==> src/rtl/sram_d_arbiter.sv <==
// Round-robin two-master OBI arbiter for the flip-flop SRAM data port.
// Read responses are routed in order via an id FIFO; write responses are generated locally.
module sram_d_arbiter #(
   parameter int DEPTH = 2,
   parameter int CNT_W = $clog2(DEPTH) + 1
) (
   input  logic        clk_i,
   input  logic        rst_i,
   input  logic        m0_req_i,
   input  logic        m1_req_i,
   output logic        m0_gnt_o,
   output logic        m1_gnt_o,
   input  logic [31:0] m0_addr_i,
   input  logic [31:0] m1_addr_i,
   input  logic        m0_we_i,
   input  logic        m1_we_i,
   input  logic [3:0]  m0_be_i,
   input  logic [3:0]  m1_be_i,
   input  logic [31:0] m0_wdata_i,
   input  logic [31:0] m1_wdata_i,
   output logic        m0_rvalid_o,
   output logic        m1_rvalid_o,
   output logic [31:0] m0_rdata_o,
   output logic [31:0] m1_rdata_o,
   output logic        sram_d_req_o,
   output logic [31:0] sram_d_addr_o,
   output logic        sram_d_we_o,
   output logic [3:0]  sram_d_be_o,
   output logic [31:0] sram_d_wdata_o,
   input  logic        sram_d_gnt_i,
   input  logic        sram_d_rvalid_i,
   input  logic [31:0] sram_d_rdata_i,
   output logic        protocol_err_o
);

   localparam int PTR_W = $clog2(DEPTH);

   logic             fifo_q [DEPTH];
   logic [PTR_W-1:0] wptr_q, wptr_d, rptr_q, rptr_d;
   logic [CNT_W-1:0] occ_q, occ_d, out0_q, out0_d, out1_q, out1_d;
   logic [1:0]       wr_rsp_q, wr_rsp_d;
   logic             last_q, last_d, perr_q, perr_d;

   logic pop_s, head_s, rd_ok_s, ret0_s, ret1_s, wr_ok0_s, wr_ok1_s;
   logic elig0_s, elig1_s, any_s, win_s, hs_s, push_s;

   assign pop_s    = sram_d_rvalid_i & (occ_q != {CNT_W{1'b0}});
   assign head_s   = fifo_q[rptr_q];
   assign rd_ok_s  = (occ_q != CNT_W'(DEPTH)) | pop_s;
   assign ret0_s   = pop_s & ~head_s;
   assign ret1_s   = pop_s & head_s;
   // A write may go only once its master has no read left in flight (or the last retires now).
   assign wr_ok0_s = (out0_q == {CNT_W{1'b0}}) | ((out0_q == CNT_W'(1)) & ret0_s);
   assign wr_ok1_s = (out1_q == {CNT_W{1'b0}}) | ((out1_q == CNT_W'(1)) & ret1_s);
   assign elig0_s  = m0_req_i & ~rst_i & (m0_we_i ? wr_ok0_s : rd_ok_s);
   assign elig1_s  = m1_req_i & ~rst_i & (m1_we_i ? wr_ok1_s : rd_ok_s);
   assign any_s    = elig0_s | elig1_s;
   assign win_s    = (elig0_s & elig1_s) ? ~last_q : elig1_s;
   assign hs_s     = any_s & sram_d_gnt_i;
   assign push_s   = hs_s & ~sram_d_we_o;

   assign sram_d_req_o   = any_s;
   assign m0_gnt_o       = hs_s & ~win_s;
   assign m1_gnt_o       = hs_s & win_s;
   assign m0_rvalid_o    = wr_rsp_q[0] | ret0_s;
   assign m1_rvalid_o    = wr_rsp_q[1] | ret1_s;
   assign m0_rdata_o     = ret0_s ? sram_d_rdata_i : 32'h0000_0000;
   assign m1_rdata_o     = ret1_s ? sram_d_rdata_i : 32'h0000_0000;
   assign protocol_err_o = perr_q;

   always_comb begin
      sram_d_addr_o  = 32'h0000_0000;
      sram_d_we_o    = 1'b0;
      sram_d_be_o    = 4'h0;
      sram_d_wdata_o = 32'h0000_0000;
      if (any_s & win_s) begin
         sram_d_addr_o  = m1_addr_i;
         sram_d_we_o    = m1_we_i;
         sram_d_be_o    = m1_be_i;
         sram_d_wdata_o = m1_wdata_i;
      end else if (any_s) begin
         sram_d_addr_o  = m0_addr_i;
         sram_d_we_o    = m0_we_i;
         sram_d_be_o    = m0_be_i;
         sram_d_wdata_o = m0_wdata_i;
      end else begin
         sram_d_addr_o  = 32'h0000_0000;
      end
   end

   always_comb begin
      wptr_d   = push_s ? wptr_q + PTR_W'(1) : wptr_q;
      rptr_d   = pop_s  ? rptr_q + PTR_W'(1) : rptr_q;
      occ_d    = occ_q + CNT_W'(push_s) - CNT_W'(pop_s);
      out0_d   = out0_q + CNT_W'(push_s & ~win_s) - CNT_W'(ret0_s);
      out1_d   = out1_q + CNT_W'(push_s & win_s) - CNT_W'(ret1_s);
      wr_rsp_d = {hs_s & sram_d_we_o & win_s, hs_s & sram_d_we_o & ~win_s};
      last_d   = hs_s ? win_s : last_q;
      perr_d   = sram_d_rvalid_i & (occ_q == {CNT_W{1'b0}});
   end

   always_ff @(posedge clk_i) begin
      if (rst_i) begin
         for (int i = 0; i < DEPTH; i++) fifo_q[i] <= 1'b0;
         wptr_q   <= {PTR_W{1'b0}};
         rptr_q   <= {PTR_W{1'b0}};
         occ_q    <= {CNT_W{1'b0}};
         out0_q   <= {CNT_W{1'b0}};
         out1_q   <= {CNT_W{1'b0}};
         wr_rsp_q <= 2'b00;
         last_q   <= 1'b1;
         perr_q   <= 1'b0;
      end else begin
         if (push_s) fifo_q[wptr_q] <= win_s;
         wptr_q   <= wptr_d;
         rptr_q   <= rptr_d;
         occ_q    <= occ_d;
         out0_q   <= out0_d;
         out1_q   <= out1_d;
         wr_rsp_q <= wr_rsp_d;
         last_q   <= last_d;
         perr_q   <= perr_d;
      end
   end

endmodule

==> config.mk <==
export PLATFORM = sky130hd
export DESIGN_NAME = sram_d_arbiter
export DESIGN_NICKNAME = d
export VERILOG_FILES = /design/src/rtl/sram_d_arbiter.sv
export SDC_FILE = /design/constraint.sdc
export NUM_CORES = 1
export LEC_CHECK = 0
export BUFFER_PORTS_ARGS = -buffer_cell sky130_fd_sc_hd__buf_2
export CORE_AREA = 2 2 122 124
export DETAILED_ROUTE_END_ITERATION = 10
export DIE_AREA = 0 0 124 126
export GPL_ROUTABILITY_DRIVEN = 0
export SYNTH_ARGS = -nofsm -noshare
export SYNTH_HDL_FRONTEND = slang
export SYNTH_SLANG_ARGS = --single-unit
==> constraint.sdc <==
create_clock -name clk_i -period 4.6 [get_ports clk_i]
set_input_delay 0.23 -clock clk_i [delete_from_list [all_inputs] [get_ports clk_i]]
set_output_delay 0.23 -clock clk_i [all_outputs]
set_load 0.01 [all_outputs]
==> PnR_summary.wiki, run 1 <==
{| class="wikitable"
! Metric !! Value
|-
| Post-route ant nets || 0
|-
| CP Class || reg -> out
|-
| Total congestion overflow after global routing || 0
|-
| Cell breakdown of the critical path || o21ai_0 > inv_1 > nand3_1 > nand2_2 > o21a_2 > buf_4 > a22o_1 > buf_2
|-
| Final Net Count || 734
|-
| Critical Path Sink Type || output port
|-
| Period Utilization, post-route || 71.6%
|-
| CP required || ~4.4 ns
|-
| Number of pins with negative max-slew slack in the final report || 0
|-
| Site row count || 44
|-
| Area of the die || 0.0156 mm²
|-
| Final design utilization || 26.8%
|-
| Largest net degree at the start of global routing || 71
|-
| GRT Max-Usage Layer || met2
|-
| Wire per inst || between 15 and 20 µm
|-
| Start point of the worst hold path || sram_d_rvalid_i
|-
| Syn Nets || 438
|-
| Maximum buffer depth of the clock tree || 2
|-
| Register-to-Register Setup Slack || 1.64 ns
|-
| Setup-failing EPs final || 0
|-
| Global routing met2 resource utilization || 21.4%
|-
| Clock latency of the later-clocked register in the worst-skew pair || 0.24 ns
|-
| Resize count post-CTS || 0
|-
| Growth of design area from synthesis to finish || 85.6%
|-
| Worst rel slew slack || 37.1%
|-
| Final hold violation count || 0
|-
| Grt met1 use || a little under a fifth
|-
| Number of warnings reported in the yosys synthesis log || 0
|-
| Filler cell count || 1596
|-
| Antenna fix cells || 0
|-
| # port buffers || 314
|-
| DRC violation total after the first TritonRoute iteration || 176
|-
| CP max stage cell || inv_1
|-
| Cell area after synthesis || slightly above 0.002 mm²
|-
| Layout cells sized above 1 || 61.2%
|-
| Clock Sinks || 15
|-
| Shortest period the worst path allows || roughly 3.3 ns
|-
| Peak fanout along the critical path || 70
|-
| Per-instance average area after synthesis || between 8 and 9 µm²
|-
| TritonCTS clock tree || built
|-
| Worst Hold Depth || 2
|-
| Max Clock Skew || roughly 0.00095 ns
|-
| Fraction of registers with async set/reset || 0%
|-
| Achievable frequency || 303 MHz
|-
| Die height || 126 µm
|-
| HP Class || in -> reg
|-
| Crit path setup slack, layout || 1.30 ns
|-
| Post-synth EDFFs || 2
|-
| Number of maximum-capacitance constraint violations || 0
|-
| Post-route non-filler standard cell count || around 740
|-
| Number of antenna violations at the first check in global routing || 0
|-
| CP startpoint kind || flop
|-
| Clock buffer count from CTS || 3
|-
| Endpoint of the worst register-to-register path || occ_q[1]
|-
| # IOs || 315
|-
| Standard cell core area || 0.0143 mm²
|-
| Number of cells traversed by the worst register-to-register path || 11
|-
| Max incr delay on CP || 0.66 ns
|-
| Run status || complete, no violations
|-
| Setup WS pre-CTS || 1.61 ns
|-
| Worst VDD drop || about 0.14 mV
|-
| Depth of the CTS H-tree || 1
|-
| Unrepaired setup endpoints after global routing || no
|-
| Cell chosen for the clock root || clkbuf_16
|-
| Detailed-route DRC error count || 0
|-
| Vias in the first global route || about 2900
|-
| Via count || 3207
|-
| Data arrival at the endpoint of the critical path || roughly 3.1 ns
|-
| Initial cell density of the core || 14.5%
|-
| Number of library cell types mapped by synthesis || 39
|-
| Clock-pin slew on the worst setup and hold paths || around 0.050 ns
|-
| Wire length of the first global-routing pass || 16.9 mm
|-
| Total negative slack || 0 ns
|-
| Start of the worst register-to-register path || occ_q[0]
|-
| Primary FF master, synth || dfxtp_1
|-
| Global routing met3 resource utilization || 8.06%
|-
| Count of buffers added by post-CTS timing repair for setup || 0
|-
| Via-to-Cell Ratio || 4.36
|-
| Fraction of the yosys area taken by sequential cells || 15.5%
|-
| Cell count after placement || 731
|-
| LEAKAGE || 0.00244 µW
|-
| Detail Placement HPWL || 10.5 mm
|-
| Gate count after technology mapping || 256
|-
| DIE WIDTH || between 100 and 150 µm
|-
| Transition at the pin with the smallest max-transition slack || 0.925 ns
|-
| Total wire length || 12.4 mm
|-
| Count of state elements after synthesis || 15
|-
| Number of detailed-routing iterations run before antenna repair || 4
|-
| Endpoint with the worst hold slack || protocol_err_o
|-
| Hold buffer count at CTS || 0
|-
| Cell Pwr Density || ~260 mW/mm²
|-
| Aggregate global-route resource usage || about 14%
|}
## metal layers
metal / vias up / part of all wire (%)
met1: 1487 / 42
met2: 159 / 44
met4: 0 / 0.72
met3: 8 / 14
li1: 1553 / -
met5: - / 0
## layout make-up
class / instances / area, µm² / area share, %
timing repair buffer: 320 / 1630 / 42.4
multi-input combinational: 204 / 1550 / 40.4
sequential: 15 / 320 / 8.34
clock buffer: 3 / 75.1 / 1.95
clock inverter: 1 / 5.00 / 0.130
tap: 184 / 230 / 5.99
inverter: 8 / 30.0 / 0.782
## worst max-delay path by stage
stage,startpoint,to,slack [ns],cells past startpoint
floorplan,occ_q[1],out0_q[1],2.09,13
global placement,occ_q[0],sram_d_wdata_o[27],1.66,8
detailed placement,occ_q[0],sram_d_wdata_o[27],1.61,8
CTS,occ_q[0],sram_d_wdata_o[27],1.33,8
global route,occ_q[0],sram_d_wdata_o[19],1.05,8
finish,occ_q[0],sram_d_wdata_o[19],1.30,8
## registers in the layout, summed over array words and instances, names as in the netlist, named ones only
| signal | cells |
|---|---|
| rptr_q | 1 |
| last_q | 1 |
| occ_q | 2 |
| wptr_q | 1 |
| out1_q | 2 |
| wr_rsp_q | 2 |
| fifo_q | 2 |
| out0_q | 2 |
| protocol_err_o | 1 |
## synthesized netlist by cell type (3+ instances only)
master	instances	area, µm²
nor4b_1	4	35.0
and2_1	35	219
xor2_1	3	26.3
clkbuf_1	11	41.3
nor2_1	8	30.0
o21ai_0	3	15.0
buf_6	4	45.0
a22o_1	69	604
nand2_1	4	15.0
inv_1	8	30.0
buf_4	11	82.6
and3_1	33	206
dfxtp_1	13	260
xnor2_1	4	35.0
nor2b_1	3	18.8
ha_1	6	75.1
## through the flow
stage / area (µm²) / hold WS (ns) / power (µW)
5_1_grt: 3840 / 0.277 / 1090
2_1_floorplan: 2070 / 0.376 / 560
4_1_cts: 3840 / 0.269 / 1020
3_3_place_gp: 3760 / 0.479 / 839
3_5_place_dp: 3760 / 0.481 / 839
6_report: 3840 / 0.273 / 1010
## cell families after synthesis
logic type      Yosys count  synth area share [%]
mux                       2                 0.967
fa+ha+maj                 6                  3.63
simple gates            104                  31.6
flops                    15                  15.5
xor+xnor                  7                  2.96
compound gates           85                  35.1
buf+inv                  37                  10.3
## critical path: cells and delay by family (launching register included)
| family | cells | cell delay, ns |
|---|---|---|
| AOI/OAI and AO/OA | 3 | 0.60 |
| and+or+nand+nor | 2 | 0.40 |
| buffers and inverters | 3 | 1.39 |
| DFF | 1 | 0.37 |
## power breakdown
part	internal [µW]	leakage, µW	switching (µW)
Sequential	158	0.000127	20.3
Combinational	300	0.00227	357
Clock	116	0.0000409	54.5
Total	574	0.00244	432
## cells in the final DEF (no fill, tap or decap), types with 2 or more instances in the layout
cell,instances
inv_1,8
or2_2,2
nand2b_1,2
clkbuf_16,3
o211ai_1,2
and4b_1,2
ha_1,6
dfxtp_1,13
nor4b_1,4
buf_2,314
nand2_1,4
a22o_1,69
and3_1,33
buf_4,5
and2_1,35
nor2_1,7
nor2b_1,3
nand3_1,2
edfxtp_1,2
o21ai_0,3
and3_2,2
xor2_1,3
nand3b_1,2
o21bai_1,2
xnor2_1,4
nor3b_1,2
No activity file was read; power rests on OpenSTA's default activity.
==> inputs of run 2 (changes only) <==
--- a/config.mk
+++ b/config.mk
@@ -6,9 +6,9 @@
 export NUM_CORES = 1
 export LEC_CHECK = 0
 export BUFFER_PORTS_ARGS = -buffer_cell sky130_fd_sc_hd__buf_2
-export CORE_AREA = 2 2 122 124
+export CORE_AREA = 2 2 121 123
 export DETAILED_ROUTE_END_ITERATION = 10
-export DIE_AREA = 0 0 124 126
+export DIE_AREA = 0 0 123 125
 export GPL_ROUTABILITY_DRIVEN = 0
 export SYNTH_ARGS = -nofsm -noshare
 export SYNTH_HDL_FRONTEND = slang
==> constraint.sdc (replaced) <==
create_clock -name clk_i -period 3 [get_ports clk_i]
set_input_delay 0.15 -clock clk_i [delete_from_list [all_inputs] [get_ports clk_i]]
set_output_delay 0.15 -clock clk_i [all_outputs]
set_load 0.01 [all_outputs]
==> PnR_summary.wiki, run 2 (synthesized netlist as in run 1, its figures left out) <==
{| class="wikitable"
! Metric !! Value
|-
| Clock latency of the later-clocked register in the worst-skew pair || 0.25 ns (was 0.24 ns)
|-
| Total congestion overflow after global routing || 0 (unchanged)
|-
| GRT Max-Usage Layer || met2 (unchanged)
|-
| LEAKAGE || 0.00244 µW (about the same)
|-
| Commonest non-fill, non-tap cells in the layout || buf_2 (314), a22o_1 (69), and2_1 (35) (unchanged)
|-
| Antenna fix cells || 0 (unchanged)
|-
| Shortest period the worst path allows || approximately 2.8 ns
|-
| Number of antenna violations at the first check in global routing || 0 (unchanged)
|-
| Unrepaired setup endpoints after global routing || no (unchanged)
|-
| Total wire length || 10.6 mm (was 12.4 mm)
|-
| Detail Placement HPWL || 8.79 mm (was 10.5 mm)
|-
| Number of buffers and inverters on the critical path || 2 (was 3)
|-
| Critical Path Sink Type || output port (unchanged)
|-
| CP startpoint kind || flop (unchanged)
|-
| Start point of the worst hold path || sram_d_rvalid_i (unchanged)
|-
| Critical Path Most Common Cell || a22o_1
|-
| Growth of design area from synthesis to finish || 85.4% (was 85.6%)
|-
| Achievable frequency || 360 MHz
|-
| Grt met1 use || 15.4% (was 18.4%)
|-
| Clock buffer count from CTS || 3 (unchanged)
|-
| Peak fanout along the critical path || 70 (unchanged)
|-
| Cell breakdown of the critical path || or3b_4 > a22o_1 > a21oi_2 > o21a_2 > buf_6 > a22o_1 > buf_2 (was o21ai_0 > inv_1 > nand3_1 > nand2_2 > o21a_2 > buf_4 > a22o_1 > buf_2)
|-
| Cell chosen for the clock root || clkbuf_16 (unchanged)
|-
| TritonCTS clock tree || built (unchanged)
|-
| Detailed-route DRC error count || 0 (unchanged)
|-
| Final Net Count || 733 (was 734)
|-
| Resize count post-CTS || 0 (unchanged)
|-
| Site row count || 44 (unchanged)
|-
| CP max stage cell || or3b_4 (was inv_1)
|-
| Via-to-Cell Ratio || 4.31 (was 4.36)
|-
| Register-to-Register Setup Slack || 0.48 ns (was 1.64 ns)
|-
| Data arrival at the endpoint of the critical path || 2.63 ns (was 3.07 ns)
|-
| # port buffers || 314 (unchanged)
|-
| Endpoint with the worst hold slack || protocol_err_o (unchanged)
|-
| Number of pins with negative max-slew slack in the final report || 0 (unchanged)
|-
| Max Clock Skew || 0.00194 ns (was 0.000946 ns)
|-
| Cell Pwr Density || 394 mW/mm² (was 262 mW/mm²)
|-
| # IOs || 315 (unchanged)
|-
| Transition at the pin with the smallest max-transition slack || 0.498 ns (was 0.925 ns)
|-
| Standard cell core area || 0.0142 mm² (was 0.0143 mm²)
|-
| Setup-failing EPs final || 0 (unchanged)
|-
| Number of detailed-routing iterations run before antenna repair || 4 (unchanged)
|-
| Final design utilization || 27.0% (was 26.8%)
|-
| Aggregate global-route resource usage || 12.0% (was 14.2%)
|-
| CP Class || reg -> out (unchanged)
|-
| Layout cells sized above 1 || 61.1% (was 61.2%)
|-
| Clock share of power || 17.4% (was 17.0%)
|-
| Max incr delay on CP || 0.43 ns (was 0.66 ns)
|-
| Internal Power || 880 µW (was 574 µW)
|-
| Run status || complete, no violations (unchanged)
|-
| Worst hold slack across all endpoints || 0.196 ns (was 0.273 ns)
|-
| CP required || 2.85 ns (was 4.37 ns)
|-
| Final hold violation count || 0 (unchanged)
|-
| Die height || 125 µm (was 126 µm)
|-
| DIE WIDTH || 123 µm (was 124 µm)
|-
| Worst Hold Depth || 2 (unchanged)
|-
| Most frequent standard cell in the layout excluding fill and tap cells || buf_2 (unchanged)
|-
| Wire per inst || 14.5 µm (was 16.8 µm)
|-
| Total negative slack || 0 ns (unchanged)
|-
| HP Class || in -> reg (unchanged)
|-
| Post-route ant nets || 0 (unchanged)
|-
| Global routing met3 resource utilization || 3.88% (was 8.06%)
|-
| Largest net degree at the start of global routing || 73 (was 71)
|-
| Start of the worst register-to-register path || occ_q[1] (was occ_q[0])
|-
| Combinational group share of total power || 64.4% (was 65.3%)
|-
| Worst VDD drop || 0.226 mV (was 0.143 mV)
|-
| Clock-pin slew on the worst setup and hold paths || 0.05 ns (about the same)
|-
| Initial cell density of the core || 14.6% (was 14.5%)
|-
| Worst rel slew slack || 66.0% (was 37.1%)
|-
| Number of cells traversed by the worst register-to-register path || 11 (unchanged)
|-
| Hold buffer count at CTS || 0 (unchanged)
|-
| Final Power || 1510 µW (was 1010 µW)
|-
| Period Utilization, post-route || 92.5%
|-
| Portion of total power attributed to sequential cells || 18.1% (was 17.7%)
|-
| Via count || 3161 (was 3207)
|-
| Area of the die || 0.0154 mm² (was 0.0156 mm²)
|-
| Cell family contributing the most delay on the critical path || compound AO/OA/AOI/OAI gates (was buffers and inverters)
|-
| Maximum buffer depth of the clock tree || 2 (unchanged)
|-
| Vias in the first global route || 2668 (was 2858)
|-
| Number of maximum-capacitance constraint violations || 0 (unchanged)
|-
| Endpoint of the worst register-to-register path || out0_q[1] (was occ_q[1])
|-
| Depth of the CTS H-tree || 1 (unchanged)
|-
| Clock Sinks || 15 (unchanged)
|-
| Count of buffers added by post-CTS timing repair for setup || 0 (unchanged)
|-
| Wire length of the first global-routing pass || 14.4 mm (was 16.9 mm)
|-
| Switching share of total power || 41.8% (was 42.9%)
|-
| Global routing met2 resource utilization || 20.4% (was 21.4%)
|-
| Switching component of the power || 632 µW (was 432 µW)
|-
| DRC violation total after the first TritonRoute iteration || 154 (was 176)
|}
## run 2: power by group through the flow
stage	Clock, µW	Sequential (µW)	Combinational (µW)
2_1_floorplan	0	268	591
3_3_place_gp	0	277	979
3_5_place_dp	0	277	977
4_1_cts	271	274	981
5_1_grt	279	280	1070
6_report	264	274	974
## run 2: routing by layer
| metal | vias up | share of wire [%] |
|---|---|---|
| li1 | 1553 | - |
| met1 | 1404 | 41 |
| met2 | 200 | 47 |
| met3 | 4 | 11 |
| met4 | 0 | 0.28 |
| met5 | - | 0 |
## run 2: final cells by class
cell class,count,area (µm²)
Fill cell,1566,10400
Timing Repair Buffer,319,1630
Multi-Input combinational cell,204,1550
Sequential cell,15,320
Tap cell,184,230
Clock buffer,3,75.1
Inverter,8,30.0
Clock inverter,1,5.00
## run 2: worst reg2reg max path, stage by stage, from the launching register on
cell      delay, ns
dfxtp_1        0.39
or3b_4         0.43
a22o_1         0.23
a21oi_2        0.25
o21a_2         0.18
nand3b_1       0.08
ha_1           0.28
inv_1          0.04
ha_1           0.17
xor2_1         0.16
xnor2_1        0.14
nor2_1         0.05
## run 2: stage by stage
step                      cell area, µm²  instances  setup WS [ns]
final                               3840        734          0.224
after global placement              3750        730          0.365
after CTS                           3830        734         0.0922
after global routing                3840        734         0.0638
after floorplan                     2070        256          0.486
after detailed placement            3750        730          0.387
## run 2: worst max path at each step
stage / startpoint / to / cells past startpoint / slack [ns]
finish: occ_q[1] / sram_d_be_o[2] / 7 / 0.22
global route: occ_q[1] / sram_d_wdata_o[28] / 9 / 0.06
CTS: occ_q[1] / sram_d_wdata_o[29] / 7 / 0.09
detailed placement: occ_q[1] / sram_d_wdata_o[29] / 7 / 0.39
global placement: occ_q[1] / sram_d_wdata_o[28] / 7 / 0.36
floorplan: occ_q[1] / out0_q[1] / 13 / 0.49
